`src/rtl/spi_flash_id_slave.sv`:
```
// SPI mode-0 slave answering the JEDEC read-ID command (9Fh).
// All SPI pins are synchronized into clk; the ID is shifted out on sck falls.
module spi_flash_id_slave #(
  parameter logic [7:0]  MANUF_ID = 8'hEF,
  parameter logic [15:0] DEV_ID   = 16'h4018
) (
  input  logic       clk,
  input  logic       rst_n,
  input  logic       cs_n,
  input  logic       sck,
  input  logic       mosi,
  output logic       miso,
  output logic       cmd_valid,
  output logic [7:0] cmd_byte,
  output logic       id_done,
  output logic       busy
);

  typedef enum logic [1:0] {
    IDLE,
    CMD,
    RESP,
    IGNORE
  } state_t;

  localparam logic [7:0] RDID = 8'h9F;
  localparam logic [4:0] ID_BITS = 5'd24;

  state_t      state;
  state_t      state_nx;
  logic        cs_s1, cs_s2, cs_d;
  logic        sck_s1, sck_s2, sck_d;
  logic        mosi_s1, mosi_s2;
  logic        sck_rise, sck_fall;
  logic        cs_fall, cs_rise;
  logic [2:0]  bit_cnt;
  logic [4:0]  sent_cnt;
  logic [7:0]  rx;
  logic [7:0]  rx_nx;
  logic [23:0] tx;

  always_ff @(posedge clk or negedge rst_n) begin
    if (!rst_n) begin
      cs_s1   <= 1'b1;
      cs_s2   <= 1'b1;
      cs_d    <= 1'b1;
      sck_s1  <= 1'b0;
      sck_s2  <= 1'b0;
      sck_d   <= 1'b0;
      mosi_s1 <= 1'b0;
      mosi_s2 <= 1'b0;
    end else begin
      cs_s1   <= cs_n;
      cs_s2   <= cs_s1;
      cs_d    <= cs_s2;
      sck_s1  <= sck;
      sck_s2  <= sck_s1;
      sck_d   <= sck_s2;
      mosi_s1 <= mosi;
      mosi_s2 <= mosi_s1;
    end
  end

  assign sck_rise = sck_s2 & ~sck_d;
  assign sck_fall = ~sck_s2 & sck_d;
  assign cs_fall  = ~cs_s2 & cs_d;
  assign cs_rise  = cs_s2 & ~cs_d;
  assign rx_nx    = {rx[6:0], mosi_s2};
  assign busy     = (state != IDLE);

  always_ff @(posedge clk or negedge rst_n) begin
    if (!rst_n) state <= IDLE;
    else        state <= state_nx;
  end

  always_comb begin
    state_nx = state;
    if (cs_rise) begin
      state_nx = IDLE;
    end else begin
      unique case (state)
        IDLE:
          if (cs_fall) state_nx = CMD;
        CMD:
          if (sck_rise && bit_cnt == 3'd7)
            state_nx = (rx_nx == RDID) ? RESP : IGNORE;
        RESP:   state_nx = RESP;
        IGNORE: state_nx = IGNORE;
        default: state_nx = IDLE;
      endcase
    end
  end

  always_ff @(posedge clk or negedge rst_n) begin
    if (!rst_n) begin
      miso      <= 1'b0;
      cmd_valid <= 1'b0;
      cmd_byte  <= 8'h00;
      id_done   <= 1'b0;
      bit_cnt   <= 3'd0;
      sent_cnt  <= 5'd0;
      rx        <= 8'h00;
      tx        <= 24'h0;
    end else begin
      cmd_valid <= 1'b0;
      id_done   <= 1'b0;
      // cs_n rise wins over any sck edge seen in the same cycle
      if (cs_rise) begin
        miso     <= 1'b0;
        bit_cnt  <= 3'd0;
        sent_cnt <= 5'd0;
      end else begin
        unique case (state)
          IDLE: begin
            miso <= 1'b0;
            if (cs_fall) begin
              bit_cnt <= 3'd0;
              rx      <= 8'h00;
            end
          end
          CMD: begin
            if (sck_rise) begin
              rx      <= rx_nx;
              bit_cnt <= bit_cnt + 3'd1;
              if (bit_cnt == 3'd7) begin
                cmd_byte  <= rx_nx;
                cmd_valid <= 1'b1;
                if (rx_nx == RDID) begin
                  tx       <= {MANUF_ID, DEV_ID};
                  sent_cnt <= 5'd0;
                end
              end
            end
          end
          RESP: begin
            if (sck_fall) begin
              if (sent_cnt != ID_BITS) begin
                miso     <= tx[23];
                tx       <= {tx[22:0], 1'b0};
                sent_cnt <= sent_cnt + 5'd1;
                if (sent_cnt == ID_BITS - 5'd1) id_done <= 1'b1;
              end else begin
                miso <= 1'b0;
              end
            end
          end
          IGNORE: miso <= 1'b0;
          default: miso <= 1'b0;
        endcase
      end
    end
  end

endmodule

```
`config.mk`:
```
export PLATFORM = sky130hd
export DESIGN_NAME = spi_flash_id_slave
export DESIGN_NICKNAME = d
export VERILOG_FILES = /design/src/rtl/spi_flash_id_slave.sv
export SDC_FILE = /design/constraint.sdc
export NUM_CORES = 1
export LEC_CHECK = 0
export BUFFER_PORTS_ARGS = -buffer_cell sky130_fd_sc_hd__buf_2
export CAP_MARGIN = 5
export CELL_PAD_IN_SITES_DETAIL_PLACEMENT = 1
export CELL_PAD_IN_SITES_GLOBAL_PLACEMENT = 2
export CORE_MARGIN = 1
export CORE_UTILIZATION = 40
export DETAILED_ROUTE_END_ITERATION = 6
export GPL_TIMING_DRIVEN = 0
export PLACE_DENSITY_LB_ADDON = 0.1
export SYNTH_ARGS = -nofsm -noshare
export SYNTH_HDL_FRONTEND = slang
export SYNTH_SLANG_ARGS = --single-unit
```
`constraint.sdc`:
```
create_clock -name clk -period 2.8 [get_ports clk]
set_input_delay 0 -clock clk [delete_from_list [all_inputs] [get_ports clk]]
set_output_delay 0 -clock clk [all_outputs]
set_load 0.02 [all_outputs]
```
# After elaboration in Yosys (flattened, before gate mapping)
# Index checks and enable logic that the tools add are counted.
[op_classes]
addsub = 2
n_eq_ne = 20
muxes = 38
bitwise = 9
reduce_logical = 16
[op_table]
columns = ["op", "count"]
rows = [
  ["2-to-1 mux 24 bit", 5],
  ["case mux 24 bit (2 select lines)", 1],
  ["2-to-1 mux 5 bit", 6],
  ["inequality test 3 bit, second input constant", 7],
  ["2-to-1 mux 7 bit", 2],
  ["case mux 7 bit (2 select lines)", 1],
  ["2-to-1 mux 1 bit", 13],
  ["inequality test 2 bit, second input constant", 6],
  ["case mux 5 bit (2 select lines)", 1],
  ["2-to-1 mux 3 bit", 3],
  ["nonzero test 3 bit", 3],
  ["equality test 8 bit, second input constant", 1],
  ["case mux 2 bit (4 select lines)", 1],
  ["AND reduction 4 bit", 2],
  ["AND reduction 7 bit", 1],
  ["2-to-1 mux 2 bit", 3],
  ["case mux 3 bit (2 select lines)", 1],
  ["AND reduction 6 bit", 1],
  ["nonzero test 2 bit", 3],
  ["adder 5 x 1 -> 5 bit, second input constant", 1],
  ["equality test 5 bit, second input constant", 1],
  ["inequality test 5 bit, second input constant", 1],
  ["NOT 1 bit", 5],
  ["bitwise AND 1 bit", 4],
  ["10 further kinds", 12],
]
[word_totals]
regBits = 60
in_bits = 5
output_inout_bits = 12
wordCells = 102

# Longest topological paths before layout
# Gate-level depths: netlist (run 1).
[depth]
ltp_word = 6
depth_mapped = 9
depth_no_buf = 7

# Least setup slack after synthesis (run 1)
# OpenSTA, ideal clock, no wires.
[synth_timing]
path_kind = "reg-to-reg"
from = "register state[0]"
to = "register tx[14]"
setup_ns = 0.128
t_arrival_ns = 1.804
required_time_ns = 2.672
slack_ns = 0.869
path_stages_with_launch = 9
path_buffers = 2
synth_period_minus_slack_ns = 1.931
path_cell_list = "dfrtp_1 > inv_1 > ha_1 > buf_2 > a21oi_1 > nor2_1 > nor3b_2 > buf_4 > mux2_1"
[synth_via]
elab_chain_cells = 3
elab_cells_between_ends = 10
classes_between = "7 x eq/ne; 1 x mux; 2 x reduce/logical"
[synth_lines]
columns = ["item", "line", "source"]
rows = [
  ["start: declaration", "29", "state_t state;"],
  ["start signal: assignment", "73", "else state <= state_nx;"],
  ["equality test 2 bit / equality test 2 x 1 -> 1 bit (equally long branches)", "113", "unique case (state)"],
  ["inequality test 2 bit (no line) / nonzero test 2 bit (equally long branches)", "--", ""],
  ["AND reduction 7 bit (no line)", "--", ""],
  ["end signal: assignment", "129", "tx <= {MANUF_ID, DEV_ID};"],
  ["end signal: assignment", "139", "tx <= {tx[22:0], 1'b0};"],
  ["end: declaration", "40", "logic [23:0] tx;"],
]
# Parallel ways exist; a longest one is shown, timed or not.
# A chain may end at the register's enable or synchronous reset.

# Worst setup path after layout (run 1)
[layout_timing]
from = "register state[0]"
to = "register tx[13]"
# Same word-level chain as after synthesis.

==> flow_summary_export.csv, run 1 <==
group,metric,value,unit
final_layout,finalNonFillerCells,347,
critical_path,path_cells,"inv_1 > ha_1 > buf_2 > buf_1 > clkbuf_1 > nand2_1 > mux2i_1",
power_and_ir_drop,power-per-cell-area,897,mW/mm²
critical_path,startpoint_type,"flip-flop",
drt,vias_per_cell,5.01,
final_layout,ff_latch_area,0.00143,mm²
global_routing,grt_pass1_wl,8570,µm
timing,max_slew_margin,51.8,%
drt,drtIter0Drc,58,
die,die_x,82.7,µm
final_layout,syn2layout_area_growth,16.2,%
clocking,clockBufferDepth,2,
run,drv_cap,0,
logic_synthesis,yosys_warnings,0,
timing,tightest_slew,723,ps
clocking,clk_pin_slew,70,ps
logic_synthesis,async_flop_share,100,%
critical_path,cp.required,3040,ps
hold_path,hold_path.class,"input pin to async pin",
clocking,clock_latency,330,ps
timing,hold_viol,0,
drt,wire_per_inst,14.8,µm
final_layout,nets,280,
critical_path,crit_fanout,10,
place,port_buffers,16,
logic_synthesis,synth_ff_type,"dfrtp_1",
timing,min_period,2250,ps
global_routing,track_usage,17.6,%
clocking,cts_buffers,9,
critical_path,cpMaxStageDelayCell,"clkbuf_1",
drt,drt-total-wl,5140,µm
drt,detail-route-antenna-nets,0,
power_and_ir_drop,vdd_drop_max,0.508,mV
power_and_ir_drop,leakage,1.38,nW
die,die_h,82.7,µm
logic_synthesis,ys_ff_latch,57,
timing,setup_viol,0,
place,place_congestion,0.719,
critical_path,slowest_delay,480,ps
die,start_util,41.3,%
logic_synthesis,synth_cells,234,
logic_synthesis,syn-cell-area,0.00260,mm²
die,core_area,0.00631,mm²
critical_path,reg2reg_depth,7,
clocking,cts_htree_levels,3,
critical_path,crit_type,"flip-flop to flip-flop",
timing,fin_skew,6.39,ps
timing,max_freq,445,MHz
clocking,cts_setup_buffers,0,
timing,finalCritPeriodShare,80.2,%
global_routing,grt_overflow_total,0,
logic_synthesis,postSynthAreaPerCell,11.1,µm²
logic_synthesis,syn_nets,249,
drt,vias,1740,
global_routing,grt_max_degree,58,
outcome,status,"finished, final reports clean",
drt,first_pass_iters,4,
die,rows,29,
global_routing,antenna_found_initial,0,
power_and_ir_drop,power,2.72,mW
timing,setup_tns,0,ps
place,dp_cells,327,
drt,drcViolationCount,0,
clocking,cts.sinks,57,
place,dp.final_hpwl,3490,µm
final_layout,fillers,701,
critical_path,arrival,2490,ps
timing,drv_slew,0,
final_layout,multi_input_area,0.00103,mm²
global_routing,grt_pass1_vias,1763,
critical_path,end_kind,"flip-flop",
final_layout,drive_gt1_share,18.9,%
final_layout,antennaDiodeCount,0,
logic_synthesis,synth_edf_count,0,
clocking,cts_tree,"built",
logic_synthesis,ys_types,37,
die,io_pins,17,
logic_synthesis,yosysSeqAreaShare,54.9,%
die,die_area,0.00684,mm²
timing,rsz0062_at_grt,"no",
clocking,root_buffer,"clkbuf_8",
## metrics by stage
| step | area, µm² | setup slack [ps] | hold WS (ps) | util [%] |
|---|---|---|---|---|
| finish | 3030 | 554 | 272 | 48.0 |
| global placement | 2780 | 551 | 109 | 44.1 |
| global route | 3030 | 301 | 317 | 48.0 |
| CTS | 3030 | 485 | 305 | 47.9 |
| detailed placement | 2780 | 496 | 108 | 44.1 |
| floorplan | 2610 | 869 | -296 | - |
## worst paths after layout
path                           end     start  slack [ps]
setup reg to reg            tx[13]  state[0]         550
hold / removal               rx[2]     rst_n         270
hold reg to reg            mosi_s2   mosi_s1         340
setup / recovery            tx[13]  state[0]         550
max in group asynchronous    tx[7]     rst_n        2040
min in group clk           mosi_s1      mosi         320
## cell type report
| type | count | area share, % |
|---|---|---|
| clock buffer | 13 | 4.59 |
| tap | 77 | 3.18 |
| sequential | 57 | 47.2 |
| clock inverter | 3 | 2.15 |
| timing repair buffer | 20 | 4.05 |
| multi-input combinational | 141 | 34.0 |
| inverter | 28 | 3.47 |
| buffer | 8 | 1.36 |
## worst max-delay path: cells and delay by family (launching register included)
family | cells | cell delay (ps)
fa+ha+maj | 1 | 200
flops | 1 | 410
simple gates | 1 | 100
buf+inv | 4 | 1250
mux | 1 | 180
## what timing repair did
item / in CTS / in global routing
gates resized for setup: 0 / 0
endpoints found under the hold margin: 57 / 0
endpoints found under the setup margin: 0 / 0
hold buffers: 4 / 0
## cells in the mapped netlist (2+ instances only)
master    count  share of area, %
nand4b_1      2              0.67
nand2_1      28               4.0
mux2_2       12               5.2
buf_4         2              0.58
clkbuf_1      2              0.29
inv_1        28               4.0
nor2b_1       2              0.48
mux2i_1      12               4.6
nor3_1        3              0.58
nor2_1        5              0.72
a21oi_1       2              0.38
ha_1         10               4.8
o21ai_0      14               2.7
a31oi_1       2              0.48
nand2b_1      8               1.9
o211ai_1      3              0.86
nand3_1      12               2.3
mux2_1        8               3.5
dfstp_2       3               3.0
dfrtp_1      54                52
buf_2         3              0.58
a21o_1        4               1.2
## per-layer routing
layer	vias up	part of all wire, %	track usage, %
met2	23	48	28.8
li1	852	-	-
met4	0	1.2	6.21
met3	5	3.6	6.59
met5	-	0	0
met1	860	47	21.1
## cell families after synthesis
group,synth area share [%]
muxes,13.3
DFF,54.9
buffers and inverters,5.62
and+or+nand+nor,12.8
adders and majority gates,4.80
AOI/OAI and AO/OA,8.65
## flip-flops by register name, summed over array words and instances (netlist names)
name	flops
tx	21
mosi_s1	1
rx	7
mosi_s2	1
id_done	1
sck_d	1
sck_s1	1
cs_d	1
sent_cnt	5
cmd_valid	1
cs_s2	1
sck_s2	1
cmd_byte	8
bit_cnt	3
state	2
cs_s1	1
miso	1
## power breakdown
group	switching (mW)	internal, mW
Clock	0.317	0.501
Combinational	0.509	0.331
Sequential	0.0863	0.971
Total	0.913	1.80
## placed cells by master, fill, tap and decap left out, types with 9 or more instances in the layout
cell type / n
buf_2: 18
clkbuf_8: 9
dfrtp_1: 54
ha_1: 10
inv_1: 28
mux2_2: 12
mux2i_1: 12
nand2_1: 28
nand3_1: 12
o21ai_0: 14
Note: power is estimated with default switching activity, not from simulation.
==> run 2: changes to the inputs <==
==> constraint.sdc (replaced) <==
create_clock -name clk -period 2.13 [get_ports clk]
set_input_delay 0 -clock clk [delete_from_list [all_inputs] [get_ports clk]]
set_output_delay 0 -clock clk [all_outputs]
set_load 0.02 [all_outputs]
==> run 2 against run 1 <==
Compared with the run above: via count increased by 2.4%; largest power group unchanged; global-route usage increased by 0.42 points; hold slack better by 0.51 ps; critical endpoint is now tx[23]; design area is 5.1% higher; critical path depth is the same.
==> flow_summary_export.csv, run 2 (synthesis results as in run 1) <==
group,metric,value,unit
outcome,status,"finished, final reports clean",
final_layout,largest_reg_flops,21,
die,die_area,0.00684,mm²
critical_path,path_delay_family,"simple AND/OR/NAND/NOR gates",
clocking,cts_htree_levels,3,
drt,drt-total-wl,5320,µm
die,die_x,82.7,µm
timing,tightest_slew,725,ps
final_layout,final_common_cell,"dfrtp_1",
final_layout,regMostFlops,"tx",
critical_path,cp_num_buf_inv,2,
drt,drtIter0Drc,70,
clocking,clock_latency,330,ps
run,drv_cap,0,
critical_path,path_cells,"nand4b_1 > o41ai_4 > nand2_1 > nor3b_2 > buf_4 > buf_6 > mux2_1",
global_routing,grt_max_degree,58,
timing,min_period,2060,ps
timing,fin_skew,6.22,ps
power_and_ir_drop,leakage,1.45,nW
critical_path,crit_type,"flip-flop to flip-flop",
critical_path,path_depth,7,
global_routing,grt_pass1_vias,1812,
critical_path,cp.required,2330,ps
clocking,cts_buffers,9,
critical_path,cpMaxStageDelayCell,"o41ai_4",
critical_path,crit_fanout,5,
clocking,root_buffer,"clkbuf_8",
place,dp.final_hpwl,3490,µm
drt,drcViolationCount,0,
timing,layout_setup_ws,69.4,ps
place,place_congestion,0.719,
power_and_ir_drop,power-per-cell-area,1200,mW/mm²
die,die_h,82.7,µm
place,port_buffers,16,
critical_path,end_kind,"flip-flop",
final_layout,syn2layout_area_growth,22.1,%
power_and_ir_drop,vdd_drop_max,0.620,mV
drt,detail-route-antenna-nets,0,
final_layout,final_cell_mix,"54 x dfrtp_1, 28 x nand2_1, 26 x inv_1, 17 x buf_2, 14 x o21ai_0",
timing,finalCritPeriodShare,96.7,%
global_routing,grt_overflow_total,0,
place,pre_cts_ws,-174,ps
global_routing,antenna_found_initial,0,
die,io_pins,17,
drt,vias_per_cell,4.99,
clocking,clk_pin_slew,70,ps
global_routing,track_usage,18.0,%
clocking,cts.sinks,57,
final_layout,largestRegisters,"tx (21), cmd_byte (8), rx (7)",
timing,hold_viol,0,
drt,vias,1781,
clocking,clockBufferDepth,2,
critical_path,reg2reg_depth,7,
timing,drv_slew,0,
hold_path,hold_path.class,"input pin to async pin",
final_layout,final_area,0.00318,mm²
critical_path,slowest_delay,400,ps
timing,setup_viol,0,
timing,setup_tns,0,ps
timing,hold_ws,272,ps
critical_path,arrival,2270,ps
final_layout,fillers,700,
die,core_area,0.00631,mm²
drt,wire_per_inst,14.9,µm
drt,first_pass_iters,4,
die,start_util,41.3,%
die,rows,29,
final_layout,nets,290,
timing,max_freq,485,MHz
critical_path,startpoint_type,"flip-flop",
timing,max_slew_margin,51.7,%
clocking,cts_tree,"built",
place,dpl_cell_area,0.00278,mm²
final_layout,final_util,50.4,%
final_layout,drive_gt1_share,26.1,%
global_routing,grt_pass1_wl,8760,µm
final_layout,antennaDiodeCount,0,
==> run 2: changes by cell type in the layout (fill, tap and decap cells not counted), moves of 2 or more <==
| cell | previous run | this run |
|---|---|---|
| a31oi_2 | 0 | 2 |
| ha_2 | 0 | 2 |
| nor2_1 | 5 | 3 |
| inv_1 | 28 | 26 |
| buf_6 | 0 | 4 |
| inv_2 | 0 | 2 |
| ha_1 | 10 | 8 |
| nor2_4 | 0 | 3 |
| a31oi_1 | 2 | 0 |
| buf_4 | 3 | 12 |
| clkbuf_1 | 6 | 4 |
==> run 2: report_power, final <==
group	internal, mW	switching (mW)
clock network	0.659	0.412
logic	0.607	0.740
registers	1.28	0.114
==> run 2: worst paths after layout <==
| path | startpoint | to | slack, ps |
|---|---|---|---|
| max | rx[4] | tx[23] | 70 |
| min in group clk | mosi | mosi_s1 | 320 |
| max reg2reg | rx[4] | tx[23] | 70 |
| max in group asynchronous | rst_n | tx[13] | 1370 |
| min | rst_n | rx[2] | 270 |
| min reg2reg | mosi_s1 | mosi_s2 | 350 |
==> run 2: metrics by stage <==
stage / power (mW) / instances
floorplan: 2.23 / 234
global placement: 2.52 / 327
detailed placement: 2.53 / 327
CTS: 3.73 / 352
global route: 4.10 / 357
finish: 3.81 / 357
==> run 2: layer usage <==
layer	vias to the layer above	share of wire (%)	GRT usage (%)	routed length, µm
met4	0	1.2	6.21	62
met1	885	46	21.2	2440
met5	-	0	0	0
met2	18	50	30.1	2650
met3	5	3.2	6.59	168
li1	873	-	-	-
==> run 2: area by class of cell <==
| class | count | area (µm²) | share of cell area, % |
|---|---|---|---|
| sequential | 57 | 1430 | 44.9 |
| inverter | 28 | 105 | 3.30 |
| multi-input combinational | 141 | 1080 | 34.0 |
| tap | 77 | 96.3 | 3.03 |
| buffer | 7 | 56.3 | 1.77 |
| clock buffer | 13 | 139 | 4.36 |
| clock inverter | 3 | 65.1 | 2.04 |
| timing repair buffer | 31 | 209 | 6.57 |
==> run 2: timing repair <==
action                                  in CTS  in global routing
resized for setup                            9                 16
hold buffers                                 4                  0
buffers inserted                             4                  6
cloned                                       1                  0
endpoints found under the hold margin       57                  0
pin swaps                                    0                  4
endpoints found under the setup margin      29                 36
==> run 3: changes to the inputs <==
--- a/config.mk
+++ b/config.mk
@@ -5,7 +5,7 @@
 export SDC_FILE = /design/constraint.sdc
 export NUM_CORES = 1
 export LEC_CHECK = 0
-export BUFFER_PORTS_ARGS = -buffer_cell sky130_fd_sc_hd__buf_2
+export BUFFER_PORTS_ARGS = -buffer_cell sky130_fd_sc_hd__buf_4
 export CAP_MARGIN = 5
 export CELL_PAD_IN_SITES_DETAIL_PLACEMENT = 1
 export CELL_PAD_IN_SITES_GLOBAL_PLACEMENT = 2
==> run 3 against run 2 <==
Compared with the run above: global-route usage fell by 0.54 points; largest cell class unchanged; sequential cell count unchanged; utilization rose by 0.38 points; count of clock-buffer cells in the layout is the same; register-to-register slack worse by 60 ps; final cell count is 0.56% lower; non-clock buffer count down 3; combinational power is 3% higher; via count down 0.22%; critical path depth is 1 lower; maximum frequency fell by 2.6%; setup slack worse by 55 ps.
==> flow_summary_export.csv, run 3 (synthesis results as in run 1) <==
group,metric,value,unit
outcome,status,"finished, final reports clean",
timing,max_freq,473,MHz
final_layout,syn2layout_area_growth,23.1,%
drt,drtIter0Drc,48,
critical_path,crit_fanout,5,
place,place_congestion,0.718,
timing,fin_skew,8.30,ps
power_and_ir_drop,comb_power_share,37.7,%
die,core_area,0.00631,mm²
final_layout,final_cell_mix,"54 x dfrtp_1, 27 x inv_1, 27 x nand2_1, 22 x buf_4, 14 x o21ai_0",
timing,rsz0062_at_grt,"yes",
global_routing,grt_max_degree,58,
final_layout,regMostFlops,"tx",
clocking,clk_pin_slew,70,ps
power_and_ir_drop,clkPwrFrac,24.4,%
critical_path,cp.required,2360,ps
timing,setup_viol,0,
final_layout,fillers,695,
power_and_ir_drop,switchingPower,1.29,mW
timing,hold_ws,250,ps
clocking,cts.sinks,57,
global_routing,grt_overflow_total,0,
timing,setup_tns,0,ps
clocking,root_buffer,"clkbuf_8",
power_and_ir_drop,leakage,1.47,nW
critical_path,end_kind,"flip-flop",
clocking,cts_htree_levels,3,
place,dp.final_hpwl,3400,µm
final_layout,largestRegisters,"tx (21), cmd_byte (8), rx (7)",
timing,max_slew_margin,51.9,%
global_routing,grt_pass1_vias,1794,
power_and_ir_drop,power-per-cell-area,1150,mW/mm²
power_and_ir_drop,swShare,34.9,%
drt,detail-route-antenna-nets,0,
critical_path,arrival,2340,ps
die,rows,29,
final_layout,antennaDiodeCount,0,
final_layout,drive_gt1_share,28.8,%
timing,drv_slew,0,
timing,min_period,2120,ps
run,drv_cap,0,
die,die_area,0.00684,mm²
drt,vias,1777,
timing,finalCritPeriodShare,99.3,%
critical_path,cpMaxStageDelayCell,"dfrtp_1",
die,io_pins,17,
final_layout,nets,288,
drt,top_layer_used,"met4",
power_and_ir_drop,intPower,2.39,mW
drt,vias_per_cell,5.01,
critical_path,startpoint_type,"flip-flop",
critical_path,cp-startpoint,"rx[4]",
hold_path,hold_path.class,"input pin to async pin",
global_routing,grt_pass1_wl,8590,µm
drt,drt-total-wl,5340,µm
clocking,cts_buffers,9,
final_layout,final_common_cell,"dfrtp_1",
drt,wire_per_inst,15.0,µm
clocking,clock_latency,340,ps
die,die_h,82.7,µm
critical_path,crit_type,"flip-flop to flip-flop",
drt,wl_met1,2530,µm
drt,wl_met3,156,µm
final_layout,final_util,50.8,%
global_routing,antenna_found_initial,0,
drt,first_pass_iters,4,
drt,dr_wl_met2,2560,µm
final_layout,largest_reg_flops,21,
power_and_ir_drop,p_seq_share,38.0,%
critical_path,slowest_delay,400,ps
drt,drcViolationCount,0,
die,start_util,41.3,%
critical_path,r2r_start,"rx[4]",
timing,tightest_slew,721,ps
critical_path,path_cells,"nand4b_1 > o41ai_4 > nand2_1 > nor3b_4 > buf_6 > mux2_4",
global_routing,track_usage,17.5,%
die,die_x,82.7,µm
place,port_buffers,16,
clocking,cts_tree,"built",
power_and_ir_drop,vdd_drop_max,0.564,mV
clocking,clockBufferDepth,2,
timing,hold_viol,0,
critical_path,r2r_slack,10,ps
[run 3: layer usage]
| layer | vias to the layer above | GRT usage, % |
|---|---|---|
| met3 | 9 | 5.93 |
| met1 | 878 | 20.3 |
| met5 | - | 0 |
| met4 | 0 | 8.79 |
| met2 | 23 | 28.5 |
| li1 | 867 | - |
[run 3: critical path, delay by kind of cell, from the launching register on]
kind,cells,cell delay (ps)
AO/OA/AOI/OAI,1,370
buffers and inverters,1,190
AND/OR/NAND/NOR,3,740
multiplexers,1,300
flip-flops,1,400
[run 3: power groups by stage]
stage	Clock [mW]	Sequential, mW	Combinational [mW]
CTS	0.939	1.39	1.19
global placement	0	1.41	1.12
floorplan	0	1.39	0.839
detailed placement	0	1.41	1.12
finish	0.896	1.40	1.39
global route	0.975	1.43	1.55
[run 3: cell type report]
class                           instances  area, µm²  area share [%]
Multi-Input combinational cell        142       1120            35.0
Tap cell                               77       96.3            3.01
Inverter                               28        105            3.28
Timing Repair Buffer                   27        220            6.87
Buffer                                  8       55.1            1.72
Clock buffer                           13        159            4.96
Clock inverter                          3       17.5           0.546
Sequential cell                        57       1430            44.6
[run 3: final timing paths]
kind                                to  cells after the start
max                             tx[14]                      6
min                        cmd_byte[2]                      2
max reg2reg                     tx[14]                      6
min reg2reg                      cs_s2                      0
max in group asynchronous         miso                      2
min in group clk                sck_s1                      2
[run 3: what timing repair did]
| item | CTS | global route |
|---|---|---|
| hold buffers | 4 | 0 |
| gates cloned | 0 | 2 |
| buffers inserted | 2 | 4 |
| pin swaps | 1 | 2 |
| hold endpoints to repair | 57 | 0 |
| gates resized for setup | 7 | 25 |
| endpoints found under the setup margin | 29 | 34 |
[run 3: through the flow]
stage          setup WS, ps  std cells  area [µm²]  power (mW)
4_1_cts                10.2        349        3080        3.53
2_1_floorplan           199        234        2610        2.23
3_5_place_dp           -117        327        2820        2.54
6_report               14.2        355        3210        3.68
3_3_place_gp           -119        327        2820        2.53
5_1_grt               -98.1        355        3210        3.96
